<file path="src/rtl/core_types.sv">
// Shared predecode types: B/BL opcodes, link register index, per-lane decode record.
// Pure definitions, no timing; no handshake of its own.
package core_types;

    localparam int CT_ADDR_W  = 32;
    localparam int CT_GPR_NUM = 32;
    localparam int CT_REG_AW  = $clog2(CT_GPR_NUM);

    localparam logic [5:0]           OPC_B        = 6'b010100;
    localparam logic [5:0]           OPC_BL       = 6'b010101;
    localparam logic [CT_REG_AW-1:0] LINK_REG_IDX = CT_REG_AW'(1);

    typedef struct packed {
        logic                 valid;
        logic                 is_b;
        logic                 is_bl;
        logic [CT_ADDR_W-1:0] target;
        logic [CT_ADDR_W-1:0] link_value;
        logic                 reg_write_valid;
        logic [CT_REG_AW-1:0] reg_write_addr;
    } predecode_lane_t;

    // Word offset {instr[9:0], instr[25:10]} scaled by 4, sign-extended from offs26[25].
    function automatic logic [CT_ADDR_W-1:0] branch_offset(input logic [25:0] offs26);
        return {{(CT_ADDR_W-28){offs26[25]}}, offs26, 2'b00};
    endfunction

endpackage

</file>
<file path="src/rtl/branch_predecode_lanes_lane.sv">
// Single-lane B/BL decode with target and link computation.
// Combinational, zero latency; no backpressure (pure function of its inputs).
module branch_predecode_lane
    import core_types::*;
#(
    parameter int DATA_WIDTH = 32
) (
    input  logic                  lane_valid_i,
    input  logic [CT_ADDR_W-1:0]  pc_i,
    input  logic [DATA_WIDTH-1:0] instr_i,
    output predecode_lane_t       dec_o
);

    logic [5:0]  opcode;
    logic [25:0] offs26;

    assign opcode = instr_i[31:26];
    assign offs26 = {instr_i[9:0], instr_i[25:10]};

    always_comb begin
        dec_o                 = '0;
        dec_o.valid           = lane_valid_i;
        dec_o.is_b            = (opcode == OPC_B);
        dec_o.is_bl           = (opcode == OPC_BL);
        dec_o.link_value      = pc_i + CT_ADDR_W'(4);
        dec_o.reg_write_valid = dec_o.is_bl;
        dec_o.reg_write_addr  = dec_o.is_bl ? LINK_REG_IDX : '0;
        if (dec_o.is_b || dec_o.is_bl) begin
            dec_o.target = pc_i + branch_offset(offs26);
        end
    end

endmodule

</file>
<file path="src/rtl/branch_predecode_lanes.sv">
// Multi-lane B/BL predecode: squashes lanes younger than the first jump and registers a redirect.
// Latency 1 cycle; one valid/ready register, in_ready_o = !out_valid_o || out_ready_i, outputs hold while stalled.
// Optional saturating B/BL counters when BRANCH_PREDECODE_PERF_EN is defined.
module branch_predecode_lanes
    import core_types::*;
#(
    parameter  int DECODE_WIDTH   = 2,
    parameter  int ADDR_WIDTH     = 32,
    parameter  int DATA_WIDTH     = 32,
    parameter  int GPR_NUM        = 32,
    parameter  int PERF_CNT_WIDTH = 32,
    localparam int RAW            = $clog2(GPR_NUM),
    localparam int RLW            = (DECODE_WIDTH > 1) ? $clog2(DECODE_WIDTH) : 1
) (
    input  logic                           clk,
    input  logic                           rst,
    input  logic                           flush_i,
    input  logic                           in_valid_i,
    output logic                           in_ready_o,
    input  logic [DECODE_WIDTH-1:0]        in_lane_valid_i,
    input  logic [DECODE_WIDTH*ADDR_WIDTH-1:0] in_pc_i,
    input  logic [DECODE_WIDTH*DATA_WIDTH-1:0] in_instr_i,
    output logic                           out_valid_o,
    input  logic                           out_ready_i,
    output logic [DECODE_WIDTH-1:0]        out_lane_valid_o,
    output logic [DECODE_WIDTH-1:0]        out_is_b_o,
    output logic [DECODE_WIDTH-1:0]        out_is_bl_o,
    output logic [DECODE_WIDTH*ADDR_WIDTH-1:0] out_target_o,
    output logic [DECODE_WIDTH*ADDR_WIDTH-1:0] out_link_value_o,
    output logic [DECODE_WIDTH-1:0]        out_reg_write_valid_o,
    output logic [DECODE_WIDTH*RAW-1:0]    out_reg_write_addr_o,
`ifdef BRANCH_PREDECODE_PERF_EN
    output logic [PERF_CNT_WIDTH-1:0]      perf_b_cnt_o,
    output logic [PERF_CNT_WIDTH-1:0]      perf_bl_cnt_o,
`endif
    output logic                           redirect_valid_o,
    output logic [ADDR_WIDTH-1:0]          redirect_pc_o,
    output logic [RLW-1:0]                 redirect_lane_o
);

    predecode_lane_t [DECODE_WIDTH-1:0] dec;
    predecode_lane_t [DECODE_WIDTH-1:0] lane_d, lane_q;
    logic                  hit_d;
    logic [ADDR_WIDTH-1:0] redirect_pc_d, redirect_pc_q;
    logic [RLW-1:0]        redirect_lane_d, redirect_lane_q;
    logic                  redirect_valid_q;
    logic                  out_valid_q;

    for (genvar g = 0; g < DECODE_WIDTH; g++) begin : g_lane
        branch_predecode_lane #(.DATA_WIDTH(DATA_WIDTH)) u_lane (
            .lane_valid_i (in_lane_valid_i[g]),
            .pc_i         (in_pc_i[g*ADDR_WIDTH +: ADDR_WIDTH]),
            .instr_i      (in_instr_i[g*DATA_WIDTH +: DATA_WIDTH]),
            .dec_o        (dec[g])
        );

        assign out_lane_valid_o[g]                         = lane_q[g].valid;
        assign out_is_b_o[g]                               = lane_q[g].is_b;
        assign out_is_bl_o[g]                              = lane_q[g].is_bl;
        assign out_target_o[g*ADDR_WIDTH +: ADDR_WIDTH]     = lane_q[g].target;
        assign out_link_value_o[g*ADDR_WIDTH +: ADDR_WIDTH] = lane_q[g].link_value;
        assign out_reg_write_valid_o[g]                    = lane_q[g].reg_write_valid;
        assign out_reg_write_addr_o[g*RAW +: RAW]           = lane_q[g].reg_write_addr;
    end

    // Lane 0 is oldest: the first valid jump wins, everything younger is dropped.
    always_comb begin
        lane_d          = dec;
        hit_d           = 1'b0;
        redirect_pc_d   = '0;
        redirect_lane_d = '0;
        for (int l = 0; l < DECODE_WIDTH; l++) begin
            if (hit_d || !dec[l].valid) begin
                lane_d[l].valid           = 1'b0;
                lane_d[l].is_b            = 1'b0;
                lane_d[l].is_bl           = 1'b0;
                lane_d[l].reg_write_valid = 1'b0;
                lane_d[l].reg_write_addr  = '0;
            end else if (dec[l].is_b || dec[l].is_bl) begin
                hit_d           = 1'b1;
                redirect_pc_d   = dec[l].target;
                redirect_lane_d = RLW'(l);
            end
        end
    end

    assign in_ready_o = !out_valid_q || out_ready_i;

    always_ff @(posedge clk or posedge rst) begin
        if (rst) begin
            out_valid_q      <= 1'b0;
            lane_q           <= '0;
            redirect_valid_q <= 1'b0;
            redirect_pc_q    <= '0;
            redirect_lane_q  <= '0;
        end else if (flush_i) begin
            out_valid_q      <= 1'b0;
            redirect_valid_q <= 1'b0;
        end else if (in_ready_o) begin
            out_valid_q      <= in_valid_i;
            redirect_valid_q <= in_valid_i && hit_d;
            if (in_valid_i) begin
                lane_q          <= lane_d;
                redirect_pc_q   <= redirect_pc_d;
                redirect_lane_q <= redirect_lane_d;
            end
        end
    end

    assign out_valid_o      = out_valid_q;
    assign redirect_valid_o = redirect_valid_q;
    assign redirect_pc_o    = redirect_pc_q;
    assign redirect_lane_o  = redirect_lane_q;

`ifdef BRANCH_PREDECODE_PERF_EN
    logic [PERF_CNT_WIDTH-1:0] perf_b_d, perf_b_q, perf_bl_d, perf_bl_q;
    logic [PERF_CNT_WIDTH:0]   b_sum, bl_sum;
    logic                      fire;

    assign fire = out_valid_q && out_ready_i && !flush_i;

    always_comb begin
        b_sum  = {1'b0, perf_b_q};
        bl_sum = {1'b0, perf_bl_q};
        for (int l = 0; l < DECODE_WIDTH; l++) begin
            b_sum  = b_sum  + {{PERF_CNT_WIDTH{1'b0}}, lane_q[l].is_b};
            bl_sum = bl_sum + {{PERF_CNT_WIDTH{1'b0}}, lane_q[l].is_bl};
        end
        perf_b_d  = perf_b_q;
        perf_bl_d = perf_bl_q;
        if (fire) begin
            perf_b_d  = b_sum[PERF_CNT_WIDTH]  ? '1 : b_sum[PERF_CNT_WIDTH-1:0];
            perf_bl_d = bl_sum[PERF_CNT_WIDTH] ? '1 : bl_sum[PERF_CNT_WIDTH-1:0];
        end
    end

    always_ff @(posedge clk or posedge rst) begin
        if (rst) begin
            perf_b_q  <= '0;
            perf_bl_q <= '0;
        end else begin
            perf_b_q  <= perf_b_d;
            perf_bl_q <= perf_bl_d;
        end
    end

    assign perf_b_cnt_o  = perf_b_q;
    assign perf_bl_cnt_o = perf_bl_q;
`endif

endmodule

</file>
<file path="config.mk">
export PLATFORM = sky130hd
export DESIGN_NAME = branch_predecode_lanes
export DESIGN_NICKNAME = d
export VERILOG_FILES = /design/src/rtl/core_types.sv /design/src/rtl/branch_predecode_lanes_lane.sv /design/src/rtl/branch_predecode_lanes.sv
export SDC_FILE = /design/constraint.sdc
export NUM_CORES = 1
export LEC_CHECK = 0
export ABC_AREA = 1
export CAP_MARGIN = 20
export CORE_MARGIN = 2
export CORE_UTILIZATION = 45
export CTS_CLUSTER_SIZE = 24
export DETAILED_ROUTE_END_ITERATION = 10
export DONT_BUFFER_PORTS = 1
export SYNTH_ARGS = -nofsm -noshare
export SYNTH_HDL_FRONTEND = slang
export SYNTH_SLANG_ARGS = --single-unit
</file>
<file path="constraint.sdc">
create_clock -name clk -period 9.1 [get_ports clk]
set_input_delay 0 -clock clk [delete_from_list [all_inputs] [get_ports clk]]
set_output_delay 0 -clock clk [all_outputs]
set_load 0.02 [all_outputs]
</file>
==> results.sh <==
export IMPL_outcome="finished clean"
export IMPL_grt_pass1_wl_mm=70.9
export IMPL_min_path_type="in -> reg"
export IMPL_cts_tree="yes"
export IMPL_grt_pass1_vias=12000
export IMPL_timing_final_ws_setup_ns=5.47
export IMPL_synth_cell_types=49
export IMPL_syn2layout_area_growth_pct=16.5
export IMPL_clock_path_buffers=2
export IMPL_antenna_found_initial=3
export IMPL_clock_latency_ns=0.44
export IMPL_multiInputGateArea_mm2=0.00706
export IMPL_groute_usage_overall_pct=32.0
export IMPL_cp_data_required_time_ns=9.48
export IMPL_ys_warn_count=0
export IMPL_clk_pin_slew_ns=0.08
export IMPL_gr_total_overflow=0
export IMPL_post_cts_buffers=0
export IMPL_postRouteAntennaNets=0
export IMPL_p_leak_nw=7.60
export IMPL_avgSynthCellArea_um2=6.53
export IMPL_cp_data_arrival_time_ns=4.01
export IMPL_path_cells="nand2_1 -> nand2_8 -> inv_2 -> buf_4 -> o21ai_0 -> o21ai_1 -> dlygate4sd3_1"
export IMPL_seq_area_frac_synth_pct=33.8
export IMPL_skew_ns=0.00991
export IMPL_max_slew_margin_pct=35.7
export IMPL_pre_cts_slack_ns=5.98
export IMPL_num_vias=13000
export IMPL_period_minus_slack_ns=3.63
export IMPL_vias_per_cell=5.41
export IMPL_seq_area_mm2=0.00423
export IMPL_synth_top_area_cell="dfrtp_1"
export IMPL_rows=61
export IMPL_cts_resized=0
export IMPL_cts_hold_buf=121
export IMPL_drc_errors=0
export IMPL_grt_max_degree=134
export IMPL_min_period_over_period_pct=39.9
export IMPL_die_w_um=171
export IMPL_fillers=2767
export IMPL_yosys_area_top_type_share_pct=33.8
export IMPL_cts_made_buffers=17
export IMPL_ys_ff_latch=169
export IMPL_end_kind="flip-flop"
export IMPL_tns_ns=0
export IMPL_synth_area_leaders="dfrtp_1 34%, nand2_1 21%, inv_1 7.9%"
export IMPL_hold_violations=0
export IMPL_synth_area_mm2=0.0125
export IMPL_dp_hpwl_mm=36.0
export IMPL_maxSlewViolCount=0
export IMPL_dieArea_mm2=0.0292
export IMPL_path_max_fanout=133
export IMPL_synth_cells=1917
export IMPL_fp_dieH_um=171
export IMPL_p_per_area_mw_per_mm2=147
export IMPL_gp_congestion=0.969
export IMPL_grtUsageMet3_pct=9.99
export IMPL_drtIter0Drc=1203
export IMPL_slowest_stage="inv_2"
export IMPL_ir_drop_mv=0.106
export IMPL_fmax_mhz=276
export IMPL_wl_per_cell_um=19.7
export IMPL_use_met2_pct=47.7
export IMPL_core_area_mm2=0.0276
export IMPL_grt_most_used_layer="met2"
export IMPL_firstDrtPassIters=5
export IMPL_drive_above_1_share_pct=3.60
export IMPL_cts_root_buf="clkbuf_16"
export IMPL_cp_num_buf_inv=3
export IMPL_rsz0062_at_grt="no"
export IMPL_grtUsageMet1_pct=44.2
export IMPL_criticalPathCategory="reg -> reg"
export IMPL_drt_wl_total_mm=47.5
export IMPL_cp_top_family="buffers and inverters"
export IMPL_finalSetupViolations=0
export IMPL_maxCapViolCount=0
export IMPL_start_util_pct=45.4
export IMPL_cpPeakStageDelay_ns=0.72
export IMPL_crit_path_start_kind="flip-flop"
export IMPL_worstMarginPinSlew_ns=0.965
export IMPL_postLayoutCoreUtil_pct=52.9
export IMPL_cts_sinks=169
export IMPL_fin_nets=2211
export IMPL_num_io_pins=317
export IMPL_htree_levels=4
export IMPL_portBuffers=0
[power by group]
group          leakage [nW]  switching [mW]  internal [mW]
clock                 0.280           0.357          0.386
sequential             2.22           0.116          0.804
combinational          5.09           0.315          0.173
[cells in the mapped netlist (all sizes together)]
cell type	count
o41ai	1
a41oi	1
conb	1
a32oi	1
buf	39
nor3	27
nor2	155
o21a	1
o311ai	1
dfrtp	169
nor4	10
fa	2
a32o	2
o21ai	87
o21bai	7
inv	265
nand3	148
a22oi	3
nand3b	16
xor2	19
a31oi	16
a21o	5
o221ai	3
nand4	51
ha	60
o31ai	7
o211ai	9
or2	10
clkbuf	17
xnor2	10
and3	1
nand2	719
nor3b	1
a21oi	48
and2	5
[logic make-up (layout without fill, tap and decap cells)]
kind of cell / after synthesis / count (layout) / synth area share (%)
DFF: 169 / 169 / 33.8
and+or+nand+nor: 1143 / 1143 / 38.8
AOI/OAI and AO/OA: 192 / 192 / 8.85
xor gates and xnor gates: 29 / 29 / 2.03
adders and majority gates: 62 / 62 / 6.32
other: 1 / 11 / 0.0300
buffers and inverters: 321 / 424 / 10.2
[registers in the layout, summed over array words and instances (netlist names)]
signal            cells
out_valid_o           1
out_target_o         64
out_link_value_o     64
out_is_b_o            2
out_is_bl_o           2
redirect_lane_o       1
redirect_valid_o      1
out_lane_valid_o      2
redirect_pc_o        32
[worst reg2reg max path: stages, from the launching register on]
cell and delay (ns):
dfrtp_1 0.45, nand2_1 0.36, nand2_8 0.50, inv_2 0.80, buf_4 0.56, o21ai_0 0.19, o21ai_1 0.14, dlygate4sd3_1 0.56
[placed cells by master (no fill, tap or decap), types with 6 or more instances in the layout]
master	instances
nor4_1	9
o21bai_1	7
o21ai_0	80
buf_4	6
ha_1	60
nor2_1	147
nand3_1	146
inv_1	261
nand3b_1	16
dlygate4sd3_1	121
a21oi_1	48
nand2_1	712
o31ai_1	7
xor2_1	19
conb_1	8
nand4_1	51
dfrtp_1	169
inv_6	7
clkbuf_16	17
or2_2	8
nor3_1	24
a31oi_1	16
xnor2_1	10
o211ai_1	9
[area by class of cell]
class	instances	share of cell area (%)
diodes	3	0.0515
clock buffers	18	2.94
clock inverters	14	0.935
inverters	265	6.85
multi-input cells	1434	48.4
flip-flops and latches	169	29.0
well taps	378	3.24
repair buffers	127	8.61
[stage by stage]
stage | hold WS (ns) | cells | total power, mW | instance area, um2
after global routing | 0.0210 | 2407 | 2.26 | 14600
after CTS | 0.00125 | 2405 | 2.15 | 14600
final | 0.0130 | 2408 | 2.15 | 14600
after global placement | 0.0696 | 2252 | 1.35 | 12800
after floorplan | 0.0631 | 1924 | 1.24 | 12500
after detailed placement | 0.0688 | 2252 | 1.35 | 12800
[final timing paths]
check                           slack, ns  cells past startpoint                       startpoint                                to
worst max-delay path                 5.47                      7          out_valid_o$_DFFE_PP0P_  out_link_value_o[30]$_DFFE_PP0P_
worst min register to register       0.63                      2  out_link_value_o[4]$_DFFE_PP0P_   out_link_value_o[4]$_DFFE_PP0P_
min in group asynchronous            0.26                      2                              rst  out_link_value_o[60]$_DFFE_PP0P_
worst min-delay path                 0.01                      4                   in_instr_i[14]       out_target_o[6]$_DFFE_PP0P_
worst max register to register       5.47                      7          out_valid_o$_DFFE_PP0P_  out_link_value_o[30]$_DFFE_PP0P_
max in group asynchronous            7.30                      3                              rst      out_target_o[44]$_DFFE_PP0P_
[per-layer routing]
metal  vias to the layer above  part of all wire, %
met5                         -                0.027
met4                         2                  2.7
met3                        85                   11
met2                       595                   42
met1                      6010                   44
li1                       6340                    -
(Power assumes the default switching activity.)
